===== src/rtl/jk_pkg.sv =====
// Shared JK flip-flop code points and the toggle-form excitation helper.
package jk_pkg;

    // {J,K} codes, J is the MSB.
    localparam logic [1:0] JK_HOLD   = 2'd0;
    localparam logic [1:0] JK_RESET  = 2'd1;
    localparam logic [1:0] JK_SET    = 2'd2;
    localparam logic [1:0] JK_TOGGLE = 2'd3;

    // Toggle form: a bit that must change gets TOGGLE, a bit that stays gets HOLD.
    function automatic logic [1:0] jk_toggle_code(input logic q, input logic nxt);
        logic [1:0] code;
        if (q ^ nxt) begin
            code = JK_TOGGLE;
        end else begin
            code = JK_HOLD;
        end
        return code;
    endfunction

endpackage


===== src/rtl/jk_mod_counter_if.sv =====
// Control and status bundle of the modulo-N JK counter.
interface jk_mod_counter_if #(
    parameter int WIDTH = 4
);
    logic             en;
    logic             up;
    logic             load;
    logic [WIDTH-1:0] load_val;
    logic [WIDTH-1:0] count;
    logic             tc;
    logic             wrap;

    modport master (
        output en, up, load, load_val,
        input  count, tc, wrap
    );

    modport slave (
        input  en, up, load, load_val,
        output count, tc, wrap
    );
endinterface


===== src/rtl/jk_mod_counter_jk_ff.sv =====
// Single JK flip-flop with synchronous active-high reset.
module JK_ff
    import jk_pkg::*;
(
    input  logic clock,
    input  logic rst,
    input  logic j,
    input  logic k,
    output logic q,
    output logic qb
);

    // JK state update: reset dominates, otherwise the {J,K} code selects the action.
    always_ff @(posedge clock) begin
        if (rst) begin
            q <= 1'b0;
        end else begin
            case ({j, k})
                JK_HOLD:   q <= q;
                JK_RESET:  q <= 1'b0;
                JK_SET:    q <= 1'b1;
                JK_TOGGLE: q <= ~q;
                default:   q <= q;
            endcase
        end
    end

    assign qb = ~q;

endmodule


===== src/rtl/jk_mod_counter.sv =====
// Modulo-N up/down counter: combinational next-state and J/K excitation
// feeding one JK_ff per bit, plus a registered wrap pulse.
module jk_mod_counter
    import jk_pkg::*;
#(
    parameter int WIDTH   = 4,
    parameter int MODULUS = 10
) (
    input  logic           clock,
    input  logic           rst,
    jk_mod_counter_if.slave bus
);

    if (MODULUS < 2 || MODULUS > (1 << WIDTH)) begin : g_bad_modulus
        $error("jk_mod_counter: MODULUS out of range 2..2**WIDTH");
    end

    // Arithmetic is one bit wider so MODULUS = 2**WIDTH is representable.
    localparam logic [WIDTH:0] MOD_EXT_C = (WIDTH+1)'(MODULUS);
    localparam logic [WIDTH:0] MAX_EXT_C = (WIDTH+1)'(MODULUS - 1);
    localparam logic [WIDTH:0] ONE_EXT_C = {{WIDTH{1'b0}}, 1'b1};
    localparam logic [WIDTH:0] ZERO_EXT_C = {(WIDTH+1){1'b0}};

    logic [WIDTH-1:0]      q_s;
    logic [WIDTH-1:0]      qb_s;
    logic [WIDTH:0]        count_ext_s;
    logic [WIDTH:0]        load_ext_s;
    logic [WIDTH:0]        next_ext_s;
    logic [WIDTH-1:0]      next_s;
    logic                  at_max_s;
    logic                  at_zero_s;
    logic                  tc_s;
    logic                  wrap_next_s;
    logic [WIDTH-1:0][1:0] jk_s;
    logic                  wrap_r;

    // Next count: load (saturating) over enabled up/down step over hold.
    always_comb begin
        count_ext_s = {1'b0, q_s};
        load_ext_s  = {1'b0, bus.load_val};
        at_max_s    = (count_ext_s == MAX_EXT_C);
        at_zero_s   = (count_ext_s == ZERO_EXT_C);
        next_ext_s  = count_ext_s;
        if (bus.load) begin
            if (load_ext_s < MOD_EXT_C) begin
                next_ext_s = load_ext_s;
            end else begin
                next_ext_s = MAX_EXT_C;
            end
        end else if (bus.en) begin
            if (bus.up) begin
                if (at_max_s) begin
                    next_ext_s = ZERO_EXT_C;
                end else begin
                    next_ext_s = count_ext_s + ONE_EXT_C;
                end
            end else begin
                if (at_zero_s) begin
                    next_ext_s = MAX_EXT_C;
                end else begin
                    next_ext_s = count_ext_s - ONE_EXT_C;
                end
            end
        end else begin
            next_ext_s = count_ext_s;
        end
        next_s      = next_ext_s[WIDTH-1:0];
        tc_s        = bus.en & ((bus.up & at_max_s) | (~bus.up & at_zero_s));
        wrap_next_s = tc_s & ~bus.load;
    end

    // Per-bit excitation in toggle form: only HOLD or TOGGLE are ever issued.
    always_comb begin
        jk_s = '0;
        for (int i = 0; i < WIDTH; i++) begin
            jk_s[i] = jk_toggle_code(q_s[i], next_s[i]);
        end
    end

    for (genvar g = 0; g < WIDTH; g++) begin : g_cell
        JK_ff u_ff (
            .clock (clock),
            .rst   (rst),
            .j     (jk_s[g][1]),
            .k     (jk_s[g][0]),
            .q     (q_s[g]),
            .qb    (qb_s[g])
        );
    end

    // Wrap pulse: set on an enabled wrapping edge, cleared by reset or load.
    always_ff @(posedge clock) begin
        if (rst) begin
            wrap_r <= 1'b0;
        end else begin
            wrap_r <= wrap_next_s;
        end
    end

    assign bus.count = q_s;
    assign bus.tc    = tc_s;
    assign bus.wrap  = wrap_r;

endmodule


===== src/flat_wrapper.sv =====
// flat-port wrapper written by rule: the top's interface ports become plain ports
module jk_mod_counter_flat import jk_pkg::*;
#(
    parameter int WIDTH   = 4,
    parameter int MODULUS = 10
)
  (clock, rst, bus_en, bus_up, bus_load, bus_load_val, bus_count, bus_tc, bus_wrap);
  jk_mod_counter_if #(.WIDTH(WIDTH)) bus_i ();
  input  logic clock;
  input  logic rst;
  input wire logic [$bits(bus_i.en)-1:0] bus_en;
  input wire logic [$bits(bus_i.up)-1:0] bus_up;
  input wire logic [$bits(bus_i.load)-1:0] bus_load;
  input wire logic [$bits(bus_i.load_val)-1:0] bus_load_val;
  output wire logic [$bits(bus_i.count)-1:0] bus_count;
  output wire logic [$bits(bus_i.tc)-1:0] bus_tc;
  output wire logic [$bits(bus_i.wrap)-1:0] bus_wrap;
  assign bus_i.en = bus_en;
  assign bus_i.up = bus_up;
  assign bus_i.load = bus_load;
  assign bus_i.load_val = bus_load_val;
  assign bus_count = bus_i.count;
  assign bus_tc = bus_i.tc;
  assign bus_wrap = bus_i.wrap;
  jk_mod_counter #(.WIDTH(WIDTH), .MODULUS(MODULUS)) u_core (.clock(clock), .rst(rst), .bus(bus_i));
endmodule

===== config.mk =====
export PLATFORM = sky130hd
export DESIGN_NAME = jk_mod_counter_flat
export DESIGN_NICKNAME = d
export VERILOG_FILES = /design/src/rtl/jk_pkg.sv /design/src/rtl/jk_mod_counter_if.sv /design/src/rtl/jk_mod_counter_jk_ff.sv /design/src/rtl/jk_mod_counter.sv /design/src/flat_wrapper.sv
export SDC_FILE = /design/constraint.sdc
export NUM_CORES = 1
export LEC_CHECK = 0
export CAP_MARGIN = 0
export CORE_ASPECT_RATIO = 0.8
export CORE_MARGIN = 3
export CORE_UTILIZATION = 30
export CTS_CLUSTER_SIZE = 16
export DETAILED_ROUTE_END_ITERATION = 6
export DONT_BUFFER_PORTS = 1
export PLACE_DENSITY = 0.42
export SKIP_CTS_REPAIR_TIMING = 1
export SYNTH_ARGS = -nofsm -noshare
export SYNTH_HDL_FRONTEND = slang
export SYNTH_SLANG_ARGS = --single-unit

===== constraint.sdc =====
create_clock -name clock -period 1.87 [get_ports clock]
set_input_delay 0.374 -clock clock [delete_from_list [all_inputs] [get_ports clock]]
set_output_delay 0.374 -clock clock [all_outputs]
set_load 0.01 [all_outputs]

==> out/metrics.csv, run 1 <==
metric;value;unit
clkSlewWorstSetupHoldPaths;40;ps
place_congestion;0.865;
path_buf_inv;2;
min_delay_path_depth;1;
cp_common_cell;mux2i_1;
critPathMaxStageDelay;350;ps
grt_max_degree;11;
ys_ff_latch;5;
die_w;53.8;um
first_iter_violations;5;
synth_nets;84;
routed_via_density;4.93;
drive_gt1_share;29.7;%
async_flop_share;0;%
io_pins;15;
synth_area_per_cell;8.08;um^2
yosysTopAreaCellShare;18.2;%
whs_endpoint;u_core.g_cell[0].u_ff.q;
fin_area;677;um^2
r2r_start;u_core.g_cell[0].u_ff.q;
hp-start;rst;
place_inst;92;
die_area;0.00238;mm^2
hp-class;in2reg;
drc;0;
grt_usage;12.4;%
numClockSinks;5;
fin_crit_sh;99.5;%
grt_remaining_overflow;0;
num_vias;473;
ys_types;27;
dp_hpwl;1030;um
antenna_found_initial;0;
synth_area;549;um^2
nets;91;
ys.flop_type;dfxtp_1;
finClkSkew;1.48;ps
crit_fanout;3;
cp-start-kind;flip-flop;
yosys.area.top_type;dfxtp_1;
worstRegToRegCells;9;
grt_pass1_vias;468;
slew_headroom;81.5;%
worstSetupPathType;reg2reg;
grt_pass1_wl;2100;um
first_pass_iters;2;
required;2000;ps
start_util;32.8;%
cpMaxStageDelayCell;dfxtp_2;
rsz0062_at_grt;true;
clock_latency;240;ps
n_antenna_cell;0;
drv_slew;0;
clock-root-buffer;clkbuf_4;
tightestPinTransition;275;ps
crit_arrival;1990;ps
ff2ff_setup_slack;10;ps
timing.final.ws_setup;9.87;ps
synthesis.yosys.warnings;0;
clockBufferDepth;2;
seq_area_frac_synth;18.2;%
wl_per_cell;13.6;um
end_kind;flip-flop;
final_core_util;40.4;%
detail-route-antenna-nets;0;
fmax;0.538;GHz
fillers;187;
status;finished clean;
hold_viol;0;
power_density;774;mW/mm^2
fp-row-count;13;
min_period;1860;ps
synth_edf_count;0;
dpl_worst_slack;-56.1;ps
dpl_cell_area;611;um^2
cts.htree.levels;1;
power.leakage;0.281;nW
area.growth.synth_to_final;23.2;%
worst_r2r_endpoint;u_core.g_cell[2].u_ff.q;
synth.area.top_cells;dfxtp_1, ha_1, mux2i_1, buf_4, xnor2_1;
wirelength;1310;um
cts_buffers;3;
layout.cells.non_filler;96;
setup_viol;0;
syn-instance-count;68;
vdd_drop_max;0.000473;V
io_buffers;0;
multi_input_area;418;um^2
cts_tree;yes;
coreArea;0.00168;mm^2
seqCellArea;103;um^2
critical-path-top-delay-family;adder cells;
drv_cap;0;
fp.dieH;44.3;um
synth.most_common_cell;ha_1;
path_cells;inv_2, ha_4, buf_6, mux2i_1, a311oi_1, o22ai_1, ha_1, mux2i_1, nor2_1;
-- layer usage --
metal,track usage [%],share of wire [%],up-vias,wire length [um]
met5,0,0,-,0
met2,16.9,40,12,529
met3,3.03,5.8,0,76
met1,17.7,54,211,704
met4,6.12,0,0,0
li1,-,-,250,-
-- metrics by stage --
stage | setup TNS (ps) | hold slack [ps] | power (mW)
after global placement | -166 | 440 | 0.374
after floorplan | 0 | 439 | 0.311
final | 0 | 196 | 0.524
after CTS | -91.2 | 185 | 0.499
after global routing | -117 | 181 | 0.563
after detailed placement | -63.4 | 442 | 0.370
-- cells in the final DEF, fill, tap and decap left out, drive strengths merged --
| master | Yosys | layout |
|---|---|---|
| clkbuf | 1 | 4 |
| nor3 | 3 | 3 |
| inv | 6 | 6 |
| a22oi | 1 | 1 |
| o21a | 2 | 2 |
| a311oi | 1 | 1 |
| a2111oi | 1 | 1 |
| nand2b | 3 | 3 |
| and3 | 1 | 1 |
| mux2i | 5 | 5 |
| o21bai | 1 | 1 |
| a31oi | 2 | 2 |
| o211ai | 1 | 1 |
| buf | 5 | 8 |
| xnor2 | 3 | 3 |
| or2b | 1 | 1 |
| o22ai | 1 | 1 |
| o31ai | 1 | 1 |
| a21oi | 5 | 5 |
| nor3b | 2 | 2 |
| o21ai | 3 | 3 |
| dfxtp | 5 | 5 |
| nor2 | 4 | 4 |
| nand2 | 3 | 3 |
| ha | 7 | 7 |
-- worst max path at each step --
stage / start / slack, ps / end / cells after the start
2_1_floorplan: u_core.g_cell[1].u_ff.q / 20 / u_core.g_cell[1].u_ff.q / 9
3_3_place_gp: u_core.g_cell[0].u_ff.q / -120 / u_core.g_cell[2].u_ff.q / 8
3_5_place_dp: u_core.g_cell[1].u_ff.q / -60 / u_core.g_cell[2].u_ff.q / 9
4_1_cts: u_core.g_cell[1].u_ff.q / -70 / u_core.g_cell[2].u_ff.q / 9
5_1_grt: u_core.g_cell[0].u_ff.q / -90 / u_core.g_cell[2].u_ff.q / 9
6_report: u_core.g_cell[0].u_ff.q / 10 / u_core.g_cell[2].u_ff.q / 9
-- registers in the layout, indices dropped and copies added (netlist names) --
signal	flops
u_core.g_cell.u_ff.q	4
u_core.bus.wrap	1
-- cell families after synthesis --
logic type / after synthesis / share of synthesized area [%]
AO/OA/AOI/OAI: 19 / 23.2
AND/OR/NAND/NOR: 17 / 17.1
buffers and inverters: 12 / 11.6
adder cells (fa/ha/maj): 7 / 15.9
multiplexers: 5 / 9.11
flip-flops: 5 / 18.2
XOR/XNOR: 3 / 4.78
-- final cells by class --
type                            instances  area share (%)
Clock buffer                            4            3.88
Inverter                                6            3.33
Multi-Input combinational cell         51            61.7
Sequential cell                         5            15.2
Tap cell                               22            4.07
Timing Repair Buffer                    8            11.8
-- report_power, final --
part | internal (mW) | switching, mW
logic | 0.144 | 0.125
registers | 0.120 | 0.0120
clock network | 0.0805 | 0.0418
Note: power is estimated with default switching activity, not from simulation.
==> run 2: changes to the inputs <==
- CORE_MARGIN: 3 -> unset
- CORE_UTILIZATION: 30 -> 25
- PLACE_DENSITY: 0.42 -> 0.37
==> out/metrics.csv, run 2 (same netlist as run 1, synthesis figures left out) <==
metric;value;unit;change
status;finished clean;;
critPathCapture;u_core.g_cell[2].u_ff.q;;
io_buffers;0;;unchanged
place_congestion;0.781;;-9.8%
drive_gt1_share;43.2;%;+13 points
vdd_drop_max;0.000335;V;-29%
dpl_worst_slack;-34.4;ps;+21.7 ps
crit_arrival;1940;ps;-50 ps
crit_fanout;3;;unchanged
hp-class;in2reg;;
first_pass_iters;4;;+2
die_area;0.00239;mm^2;+0.26%
clockBufferDepth;2;;unchanged
path_cells;inv_4, ha_4, a2111oi_4, a311oi_2, o22ai_1, ha_1, mux2i_1, nor2_1;;
fin_crit_sh;96.9;%;-2.6 points
fmax;0.552;GHz;+2.7%
hold_viol;0;;unchanged
numClockSinks;5;;unchanged
grt_remaining_overflow;0;;unchanged
num_vias;500;;+5.7%
nets;98;;+7.7%
min_period;1810;ps;-48.8 ps
wirelength;1400;um;+6.5%
drc;0;;unchanged
grt_max_degree;11;;unchanged
slew_headroom;79.4;%;-2.2 points
fp.dieH;43.9;um;-0.78%
cpMaxStageDelayCell;dfxtp_4;;
drv_cap;0;;unchanged
mostFrequentLayoutCell;buf_4;;
end_kind;flip-flop;;
start_util;27.7;%;-5.0 points
grt_pass1_wl;2110;um;+0.67%
worstRegToRegCells;8;;-1
wl_per_cell;13.3;um;-2.6%
required;2000;ps;about the same
grt_usage;12.8;%;+0.40 points
cts.htree.levels;1;;unchanged
drv_slew;0;;unchanged
io_pins;15;;unchanged
dp_hpwl;1090;um;+6.1%
largest_reg_flops;4;;unchanged
critPathMaxStageDelay;360;ps;about the same
rsz0062_at_grt;true;;
power_density;735;mW/mm^2;-4.9%
cts_buffers;3;;unchanged
finClkSkew;1.65;ps;+0.172 ps
clock_latency;240;ps;about the same
area.growth.synth_to_final;45.1;%;
routed_via_density;4.76;;-3.4%
seqCellArea;108;um^2;+4.9%
mostFrequentLayoutCells;buf_4, mux2i_1;;
worst_r2r_endpoint;u_core.g_cell[2].u_ff.q;;
grt_pass1_vias;472;;+0.85%
coreArea;0.00198;mm^2;+18%
setup_viol;0;;unchanged
fp-row-count;14;;+1
tightestPinTransition;306;ps;+30.9 ps
fillers;206;;+10%
setup.worst_path.start;u_core.g_cell[1].u_ff.q;;
detail-route-antenna-nets;0;;unchanged
antenna_found_initial;0;;unchanged
clkSlewWorstSetupHoldPaths;40;ps;about the same
n_antenna_cell;0;;unchanged
multi_input_area;478;um^2;+14%
power.leakage;0.338;nW;+20%
worstSetupPathType;reg2reg;;
timing.final.ws_setup;58.7;ps;+48.8 ps
cts_tree;yes;;
final_core_util;40.3;%;-0.14 points
clock-root-buffer;clkbuf_4;;
cp-start-kind;flip-flop;;
die_w;54.4;um;+1.0%
ff2ff_setup_slack;60;ps;+50 ps
first_iter_violations;5;;unchanged
regMostFlops;u_core.g_cell.u_ff.q;;
r2r_start;u_core.g_cell[1].u_ff.q;;
## run 2: cell types whose count changed in the layout (fill, tap and decap cells not counted), sizes merged
| cell | delta |
|---|---|
| buf | +7 |
## run 2: metal layers
layer  GRT usage (%)  wire, um  vias to the layer above
met4            3.08         0                        0
met3            6.67       117                        0
met5               0         0                        -
met1            17.6       667                      223
li1                -         -                      265
met2            17.3       610                       12
## run 2: worst min-delay path by stage
stage	endpoint	slack (ps)	cells past startpoint	startpoint
floorplan	u_core.g_cell[0].u_ff.q	440	1	rst
global placement	u_core.g_cell[1].u_ff.q	440	1	rst
detailed placement	u_core.g_cell[1].u_ff.q	450	1	rst
CTS	u_core.g_cell[1].u_ff.q	190	1	rst
global route	u_core.g_cell[1].u_ff.q	180	1	rst
finish	u_core.g_cell[1].u_ff.q	190	1	rst
## run 2: worst max-delay path: cells and delay by family (launching register included)
family,cells,cell delay [ps]
AOI/OAI and AO/OA,3,650
and+or+nand+nor,1,60
adders and majority gates,2,430
muxes,1,150
DFF,1,360
buffers and inverters,1,50
## run 2: final cells by class
type,instances,share of cell area (%)
well taps,24,3.77
repair buffers,15,16.0
flip-flops and latches,5,13.5
clock buffers,4,3.30
inverters,6,3.45
multi-input cells,51,60.0
## run 2: power breakdown
part           switching [mW]  internal [mW]  leakage, nW
logic                   0.138          0.184        0.281
registers              0.0198          0.122       0.0422
clock network          0.0421         0.0805       0.0150
total                   0.200          0.386        0.338
## run 2: through the flow
| stage | hold slack (ps) | instance area (um^2) | TNS [ps] | power, mW | std cells |
|---|---|---|---|---|---|
| finish | 193 | 797 | 0 | 0.586 | 105 |
| global route | 178 | 797 | -87.9 | 0.635 | 105 |
| CTS | 189 | 664 | -29.3 | 0.511 | 103 |
| detailed placement | 446 | 638 | -34.4 | 0.382 | 99 |
| global placement | 441 | 638 | -68.4 | 0.384 | 99 |
| floorplan | 439 | 552 | 0 | 0.311 | 68 |
